--- src/rtl/sd_req_arbiter.sv ---
// sd_req_arbiter: shares the single SD block interface between two disk
// requesters (0 = FDD controller, 1 = EDD/RAM-disk controller).
// Commands are captured per requester, granted round-robin, run through the
// sd_ack handshake and finished with a one-cycle done (and err on timeout).
// Sector-buffer strobes are routed to the granted requester only.
module sd_req_arbiter #(
    parameter int TO_BITS = 24
) (
    input  logic        clk_sys,
    input  logic        reset,

    // requester 0 (FDD)
    input  logic [31:0] r0_lba,
    input  logic        r0_rd,
    input  logic        r0_wr,
    output logic        r0_busy,
    output logic        r0_done,
    output logic        r0_err,
    output logic        r0_buff_wr,
    input  logic [7:0]  r0_buff_din,

    // requester 1 (EDD / RAM disk)
    input  logic [31:0] r1_lba,
    input  logic        r1_rd,
    input  logic        r1_wr,
    output logic        r1_busy,
    output logic        r1_done,
    output logic        r1_err,
    output logic        r1_buff_wr,
    input  logic [7:0]  r1_buff_din,

    // shared buffer bus towards both requesters
    output logic [8:0]  buff_addr,
    output logic [7:0]  buff_dout,

    // mist_io side
    output logic [31:0] sd_lba,
    output logic        sd_rd,
    output logic        sd_wr,
    input  logic        sd_ack,
    input  logic [8:0]  sd_buff_addr,
    input  logic [7:0]  sd_buff_dout,
    input  logic        sd_buff_wr,
    output logic [7:0]  sd_buff_din
);

    typedef enum logic [1:0] {
        ST_IDLE = 2'd0,
        ST_REQ  = 2'd1,
        ST_XFER = 2'd2,
        ST_DONE = 2'd3
    } state_t;

    // ------------------------------------------------------------------
    // State and datapath registers
    // ------------------------------------------------------------------
    state_t             state_q,   state_d;
    logic [1:0]         pend_q,    pend_d;     // command accepted, not yet finished
    logic [1:0]         op_wr_q,   op_wr_d;    // latched op per requester (1 = write)
    logic               grant_q,   grant_d;    // requester owning the SD interface
    logic               last_q,    last_d;     // requester served most recently
    logic               cur_wr_q,  cur_wr_d;   // op of the granted command
    logic [31:0]        sd_lba_q,  sd_lba_d;
    logic               sd_rd_q,   sd_rd_d;
    logic               sd_wr_q,   sd_wr_d;
    logic [1:0]         done_q,    done_d;
    logic [1:0]         err_q,     err_d;
    logic [TO_BITS-1:0] to_cnt_q,  to_cnt_d;

    // sd_ack comes from the SPI clock domain: two-flop synchroniser plus
    // one more flop holding the previous synchronised value for edges
    logic               ack_meta_q, ack_meta_d;
    logic               ack_sync_q, ack_sync_d;
    logic               ack_prev_q, ack_prev_d;

    // ------------------------------------------------------------------
    // Combinational helpers
    // ------------------------------------------------------------------
    logic [1:0]         strobe_s;      // any command strobe per requester
    logic [1:0]         wr_only_s;     // write strobe without read (read wins)
    logic               ack_rise_s;
    logic               ack_fall_s;
    logic               to_max_s;
    logic               in_xfer_s;     // buffer traffic belongs to the grant
    logic               sel_s;         // requester picked in IDLE

    assign strobe_s   = {r1_rd | r1_wr, r0_rd | r0_wr};
    assign wr_only_s  = {r1_wr & ~r1_rd, r0_wr & ~r0_rd};
    assign ack_rise_s = ack_sync_q & ~ack_prev_q;
    assign ack_fall_s = ~ack_sync_q & ack_prev_q;
    assign to_max_s   = (to_cnt_q == {TO_BITS{1'b1}});
    assign in_xfer_s  = (state_q == ST_REQ) || (state_q == ST_XFER);

    // Next values of the ack synchroniser chain
    always_comb begin
        ack_meta_d = sd_ack;
        ack_sync_d = ack_meta_q;
        ack_prev_d = ack_sync_q;
    end

    // Per-requester command capture; pending clears when its DONE cycle ends
    always_comb begin
        pend_d  = pend_q;
        op_wr_d = op_wr_q;
        for (int n = 0; n < 2; n++) begin
            if (strobe_s[n] && !pend_q[n]) begin
                pend_d[n]  = 1'b1;
                op_wr_d[n] = wr_only_s[n];
            end else if ((state_q == ST_DONE) && (grant_q == 1'(n))) begin
                pend_d[n]  = 1'b0;
                op_wr_d[n] = op_wr_q[n];
            end else begin
                pend_d[n]  = pend_q[n];
                op_wr_d[n] = op_wr_q[n];
            end
        end
    end

    // Round-robin pick: a lone pending requester wins, a tie goes to the
    // requester that was not served last
    always_comb begin
        sel_s = 1'b0;
        case (pend_q)
            2'b01:   sel_s = 1'b0;
            2'b10:   sel_s = 1'b1;
            2'b11:   sel_s = ~last_q;
            default: sel_s = 1'b0;
        endcase
    end

    // Arbitration FSM: next state, request lines, timeout and completion
    always_comb begin
        state_d  = state_q;
        grant_d  = grant_q;
        last_d   = last_q;
        cur_wr_d = cur_wr_q;
        sd_lba_d = sd_lba_q;
        sd_rd_d  = 1'b0;
        sd_wr_d  = 1'b0;
        to_cnt_d = {TO_BITS{1'b0}};
        done_d   = 2'b00;
        err_d    = 2'b00;

        case (state_q)
            ST_IDLE: begin
                if (pend_q != 2'b00) begin
                    grant_d  = sel_s;
                    cur_wr_d = op_wr_q[sel_s];
                    sd_lba_d = sel_s ? r1_lba : r0_lba;
                    state_d  = ST_REQ;
                end else begin
                    state_d  = ST_IDLE;
                end
            end

            ST_REQ: begin
                if (ack_rise_s) begin
                    // ARM took the command: release the request line
                    state_d = ST_XFER;
                end else if (to_max_s) begin
                    // no ack in time: give up and report an error
                    state_d          = ST_DONE;
                    done_d[grant_q]  = 1'b1;
                    err_d[grant_q]   = 1'b1;
                end else begin
                    state_d  = ST_REQ;
                    to_cnt_d = to_cnt_q + {{(TO_BITS-1){1'b0}}, 1'b1};
                    sd_rd_d  = ~cur_wr_q;
                    sd_wr_d  = cur_wr_q;
                end
            end

            ST_XFER: begin
                // the ARM always finishes the sector, so no timeout here
                if (ack_fall_s) begin
                    state_d         = ST_DONE;
                    done_d[grant_q] = 1'b1;
                end else begin
                    state_d = ST_XFER;
                end
            end

            ST_DONE: begin
                last_d  = grant_q;
                state_d = ST_IDLE;
            end

            default: begin
                state_d = ST_IDLE;
            end
        endcase
    end

    // Register update with synchronous reset; last grant resets to 1 so
    // requester 0 wins the first tie
    always_ff @(posedge clk_sys) begin
        if (reset) begin
            state_q    <= ST_IDLE;
            pend_q     <= 2'b00;
            op_wr_q    <= 2'b00;
            grant_q    <= 1'b0;
            last_q     <= 1'b1;
            cur_wr_q   <= 1'b0;
            sd_lba_q   <= 32'h0000_0000;
            sd_rd_q    <= 1'b0;
            sd_wr_q    <= 1'b0;
            done_q     <= 2'b00;
            err_q      <= 2'b00;
            to_cnt_q   <= {TO_BITS{1'b0}};
            ack_meta_q <= 1'b0;
            ack_sync_q <= 1'b0;
            ack_prev_q <= 1'b0;
        end else begin
            state_q    <= state_d;
            pend_q     <= pend_d;
            op_wr_q    <= op_wr_d;
            grant_q    <= grant_d;
            last_q     <= last_d;
            cur_wr_q   <= cur_wr_d;
            sd_lba_q   <= sd_lba_d;
            sd_rd_q    <= sd_rd_d;
            sd_wr_q    <= sd_wr_d;
            done_q     <= done_d;
            err_q      <= err_d;
            to_cnt_q   <= to_cnt_d;
            ack_meta_q <= ack_meta_d;
            ack_sync_q <= ack_sync_d;
            ack_prev_q <= ack_prev_d;
        end
    end

    // ------------------------------------------------------------------
    // Outputs
    // ------------------------------------------------------------------
    // busy covers the pending window, which ends with the DONE cycle, so it
    // drops the cycle after the done pulse
    assign r0_busy = pend_q[0];
    assign r1_busy = pend_q[1];
    assign r0_done = done_q[0];
    assign r1_done = done_q[1];
    assign r0_err  = err_q[0];
    assign r1_err  = err_q[1];

    assign sd_lba  = sd_lba_q;
    assign sd_rd   = sd_rd_q;
    assign sd_wr   = sd_wr_q;

    // Buffer writes reach only the granted requester and only while a
    // command is in flight; stray traffic (e.g. config) is dropped
    assign r0_buff_wr = sd_buff_wr & ~grant_q & in_xfer_s;
    assign r1_buff_wr = sd_buff_wr &  grant_q & in_xfer_s;

    // Read data follows the grant in every state so the ARM can prefetch
    // byte 0 as soon as it acks
    assign sd_buff_din = grant_q ? r1_buff_din : r0_buff_din;

    assign buff_addr = sd_buff_addr;
    assign buff_dout = sd_buff_dout;

endmodule

--- config.mk ---
export PLATFORM = sky130hd
export DESIGN_NAME = sd_req_arbiter
export DESIGN_NICKNAME = d
export VERILOG_FILES = /design/src/rtl/sd_req_arbiter.sv
export SDC_FILE = /design/constraint.sdc
export NUM_CORES = 1
export LEC_CHECK = 0
export ABC_AREA = 1
export CORE_AREA = 5 5 97 99
export DETAILED_ROUTE_END_ITERATION = 8
export DIE_AREA = 0 0 102 104
export PLACE_DENSITY = 0.81
export SYNTH_ARGS = -nofsm -noshare
export SYNTH_HDL_FRONTEND = slang
export SYNTH_SLANG_ARGS = --single-unit
--- constraint.sdc ---
create_clock -name clk_sys -period 3.1 [get_ports clk_sys]
set_input_delay 0.775 -clock clk_sys [delete_from_list [all_inputs] [get_ports clk_sys]]
set_output_delay 0.775 -clock clk_sys [all_outputs]
set_load 0.01 [all_outputs]
* Yosys cells after proc, flatten, opt, wreduce, memory -nomap -nowiden *
Index checks and enable logic that the tools add are counted.

word-level totals
  register bits after elaboration = 74
  output and inout bits = 67
  word-level logic and storage cells = 80

cells by class
  $add $sub $neg = 1
  order comparisons = 3
  equal/unequal tests = 6
  muxes and demuxes = 20
  bitwise operators = 18
  reduce and logical (&&, ||, !) cells = 15

operators with widths
  operator               number
  $mux 32                1
  $add 24x1->24 const B  1
  $eq 24x24->1 const B   1
  $mux 2                 5
  $mux 1                 9
  $and 1x1->1            8
  $eq 2x2->1 const B     4
  $mux 8                 1
  $not 1->1              8
  $pmux 2 s4             1
  $reduce_bool 2->1      3
  $logic_and 1x1->1      5
  $lt 1x2->1 const B     2
  $pmux 2 s2             1
  $reduce_or 4->1        1
  $eq 2x1->1 const B     1
  $logic_not 1->1        2
  $logic_not 2->1        1
  $or 1x1->1             2
  $pmux 1 s2             1
  $reduce_and 2->1       1
  $reduce_or 2->1        1
  $demux 1 s1            1
  $ge 1x1->1 const B     1
  $logic_or 1x1->1       1

* Depth between registers and ports, before layout *
  word-level depth = 7
  gate-level depth with buffers = 9
  gate-level depth less buffers = 9

* Worst setup path before layout *
Ideal clock, no wire load.

  kind = register to output
  start = register state_q[0]
  end = output r0_buff_wr
  arrival time = 1093 ps
  path slack = 1232 ps
  stages on the path, launching flop included = 5
  buffers on the path = 0
  cell sequence = dfxtp_1 > inv_1 > ha_1 > inv_1 > nor3_1

between the ends
  longest elaborated chain between the ends = 3
  elaborated cells on any way between the ends = 4
  classes of those cells = 2 x eq/ne; 1 x bitwise; 1 x reduce/logical

RTL lines
  what                                      RTL line  RTL
  start: declaration                        57        state_t state_q, state_d;
  start signal: assignment                  214       state_q <= state_d;
  $eq 2x1->1 or $eq 2x2->1 (tied branches)  92        assign in_xfer_s = (state_q == ST_REQ) || (state_q == ST_XFER);
  $logic_or 1x1->1 (*)                      92
  $and 1x1->1 (*)                           250       assign r0_buff_wr = sd_buff_wr & ~grant_q & in_xfer_s;
  end: declaration                          19        output logic r0_buff_wr,

Mark *: on every way between the ends. The rest lies on a longest branch, timed or not.

* Worst setup path in the final report *
  start = register grant_q
  end = output r1_buff_wr

between the ends
  longest elaborated chain between the ends = 2

RTL lines
  what                      RTL line  RTL
  start: declaration        60        logic grant_q, grant_d;
  start signal: assignment  217       grant_q <= grant_d;
  $and 1x1->1 (2 in a row)  251       assign r1_buff_wr = sd_buff_wr & grant_q & in_xfer_s;
  end: declaration          29        output logic r1_buff_wr,

No other way between the ends.

==> impl_summary.md <==
Synthesis
After Yosys synthesis, and, or, nand and nor cells account for 28.9% of the synthesized area. The number of flops mapped to enable cells by yosys is 0. sky130_fd_sc_hd__nand2_1 is the most common cell in the netlist.

The xor and xnor fraction of the mapped netlist area is 1.96%. The sequential area share after synthesis is 41.5%. The count of yosys warnings during synthesis is 0. The average footprint of a synthesized cell is 7.44 µm². Synthesis produced a netlist with a net count of 591.

By area, the combinational part of the netlist is dominated by simple AND/OR/NAND/NOR gates. The compound-gate portion of the synthesized area is 15.8%. After synthesis, the most frequently instantiated cells are sky130_fd_sc_hd__nand2_1 (144), sky130_fd_sc_hd__dfxtp_1 (74), sky130_fd_sc_hd__o21ai_0 (39), sky130_fd_sc_hd__a31oi_1 (34), sky130_fd_sc_hd__nor2_1 (33). Among all flip-flop cells after synthesis, the most frequent one is sky130_fd_sc_hd__dfxtp_1.

The synthesized instance count is 480. The post-synthesis share of cell area spent on full adders, half adders and majority gates is 2.10%. Measured against the total synthesized area, the mux share comes to 0%. The count of different cell masters after synthesis is 30. Summed over its instances, the top area cell type makes up 41.5% of the synthesized netlist area. Yosys attributes the largest share of cell area to sky130_fd_sc_hd__dfxtp_1 (41%), sky130_fd_sc_hd__nand2_1 (15%), sky130_fd_sc_hd__a31oi_1 (6.0%). The mapped netlist covers 0.00357 mm². sky130_fd_sc_hd__dfxtp_1 takes more of the synthesized area than any other cell. The register bit total from synthesis is 74.

For this run, asynchronously set or reset flops after synthesis account for 0%.

Place
At the end of routability-driven placement, the weighted congestion stood at 0.858. The count of port buffers added during placement is 137. Once detailed placement completed, the half-perimeter wirelength came to 7370 µm.

Floorplan
The chip width is 102 µm. The floorplan step defined a core boundary enclosing 0.00847 mm². The die covers 0.0106 mm².

The die is 104 µm tall. The initial utilization of the core area, before any placement, comes to 42.2%. The number of ports placed on the die boundary is 172. The floorplan has 34 rows.

Timing
The actual slew at the worst max-slew pin is 1.02 ns. Clock skew on the completed layout was measured at 0.0110 ns. The total of endpoints with negative setup slack in the final report is 0. The final count of hold timing violations is 0. Adding up every negative setup slack in the final design gives 0 ns. Setup repair after global routing left no endpoint under its margin. The shortest clock period the worst path allows after layout is 2.81 ns. Hold timing on the final database bottoms out at a slack of 0.408 ns. The worst pin sits at a relative slew slack of 32.1%. The share of the clock period used by the worst path is 90.5%. The total count of max-transition violations in the final report is 0. The maximum operating frequency is 356 MHz.

Worst setup path
STA classifies the critical path startpoint as a flop. The standard cell with the maximum stage delay on the critical path is sky130_fd_sc_hd__dfxtp_1. The biggest cell delay along the critical path is 0.60 ns. The signal on the critical path passes through inv_1, nor3_1, clkdlybuf4s50_1. The worst register-to-register path has a setup slack of 1.18 ns. The required time of the critical path is 2.32 ns. In this design, the largest share of critical-path delay is due to buffers and inverters. The worst setup path is captured at an output pin. In this run the worst path has a maximum fanout of 14. The data arrival time at the worst-slack endpoint is 2.03 ns. Counting both buffers and inverters, the worst setup path holds a total of 2. The critical path is of the flop to output pin type.

Hold path
The type of the worst min-delay path is flop to flop.

Pwr
For this design the ratio of total power to cell area is 501 mW/mm². The maximum vdd ir drop is 0.000270 V. The standby leakage power is 1.86 nW.

Clock network
Clock tree synthesis inserted a total of 9 buffers. CTS placed an instance of sky130_fd_sc_hd__clkbuf_8 at the clock tree root. The total number of H-tree levels is 3. The count of buffers added by post-CTS timing repair for setup is 0.

For this design, the sink count on the clock tree is 74. In this run, post-CTS repair resized a total of 0 instances. TritonCTS built the clock tree.

No sink is reached through more buffers than the 2 on the longest clock path. The clock-pin slew on the worst setup and hold paths is 0.08 ns. Clock latency on the worst-skew pair, taken at its later pin, is 0.35 ns. The quantity of hold-fixing buffers added after cts is 0.

Drt
The first-pass detailed-route iteration total is 4. After the first detailed-routing iteration, the DRC count stood at 125. The routed design has 9580 µm of wire. The routed via count is 3499. After detailed routing, the average wire length per cell comes to 13.5 µm. In the routed design, unresolved DRC markers number 0. Dividing the detail-routed via count by the number of cells gives 4.94. The count of nets left with antenna violations once routing finished came out at 0.

Cells and area
The sequential cell area is 0.00148 mm². The repair_antennas step left the layout with diodes totalling 0. The combined area of the multi-input logic cells is 0.00175 mm². The area growth from synthesis to layout is 41.6%. For this run, the post-layout net count is 706. The number of inserted filler cells in the final layout is 732. The share of post-route cells with drive strength above 1 is 9.33%.

Global route
The number of global-route vias before repair is 3500. The total routing resource utilization after global routing is 18.6%. The initial antenna violation count is 0. The total global routing overflow is 0. The first global-routing pass estimated 15900 µm of wire. The pin count of the biggest net entering global routing is 54.

Run status
The flow ran to the end, and the final reports show no timing, DRC or antenna violations.

Job
The number of violations of the max-capacitance limit is 0.
-- tightest hold or removal path, cell delays in order (launching register included) --
cell and delay, ns:
sky130_fd_sc_hd__dfxtp_1 0.31, sky130_fd_sc_hd__inv_1 0.04, sky130_fd_sc_hd__nor2_1 0.03
-- registers in the layout, summed over array words and instances, names as in the netlist, 2 cells and up, named ones only --
name and cells:
err_q 2, done_q 2, op_wr_q 2, to_cnt_q 24
pend_q 2, sd_lba 32
-- cell type report --
type / count / area share (%)
Inverter: 27 / 2.00
Multi-Input combinational cell: 341 / 34.6
Tap cell: 108 / 2.67
Sequential cell: 74 / 29.3
Clock inverter: 4 / 0.520
Clock buffer: 12 / 3.07
Timing Repair Buffer: 142 / 27.9
-- report_power, final --
group / switching, mW / total (mW) / internal [mW]
combinational: 0.347 / 0.721 / 0.374
clock: 0.353 / 0.686 / 0.333
sequential: 0.0662 / 1.12 / 1.06
total: 0.766 / 2.53 / 1.77
-- metal layers --
metal / GRT usage (%) / wire length, µm
met1: 20.8 / 3790
met2: 30.5 / 4740
met3: 7.65 / 814
met4: 7.87 / 230
met5: 0 / 0
-- cell usage in the layout, fill, tap and decap left out, drive strengths merged, types with 2 or more instances in the layout --
master / n
a21oi: 19
inv: 27
nand2: 150
clkbuf: 12
nand3: 11
ha: 6
nor3b: 2
buf: 5
nand3b: 2
xor2: 3
clkdlybuf4s50: 137
dfxtp: 74
a211oi: 3
xnor2: 5
clkinv: 3
nor2: 53
o21ai: 39
nand4: 4
nor3: 5
or2: 3
a31oi: 34
-- through the flow --
stage / total power, mW / util (%) / setup slack, ns / cells / area (µm²)
after floorplan: 1.50 / - / 1.23 / 480 / 3570
after global placement: 1.85 / 57.6 / 0.355 / 692 / 4870
after detailed placement: 1.87 / 57.6 / 0.303 / 692 / 4870
after CTS: 2.56 / 59.7 / 0.252 / 708 / 5050
after global routing: 2.68 / 59.7 / 0.164 / 708 / 5050
final: 2.53 / 59.7 / 0.295 / 708 / 5050
-- final timing paths --
| check | from | end | cells after the start |
|---|---|---|---|
| hold / removal | ack_meta_q | ack_prev_d | 2 |
| hold reg to reg | ack_meta_q | ack_prev_d | 2 |
| setup / recovery | grant_q | r1_buff_wr | 3 |
| setup reg to reg | state_q[0] | sd_lba[10] | 7 |
-- cells by family after synthesis --
family,after synthesis
compound gates,96
simple gates,231
fa+ha+maj,6
flops,74
buf+inv,65
xor+xnor,8
Note: power is estimated with default switching activity, not from simulation.
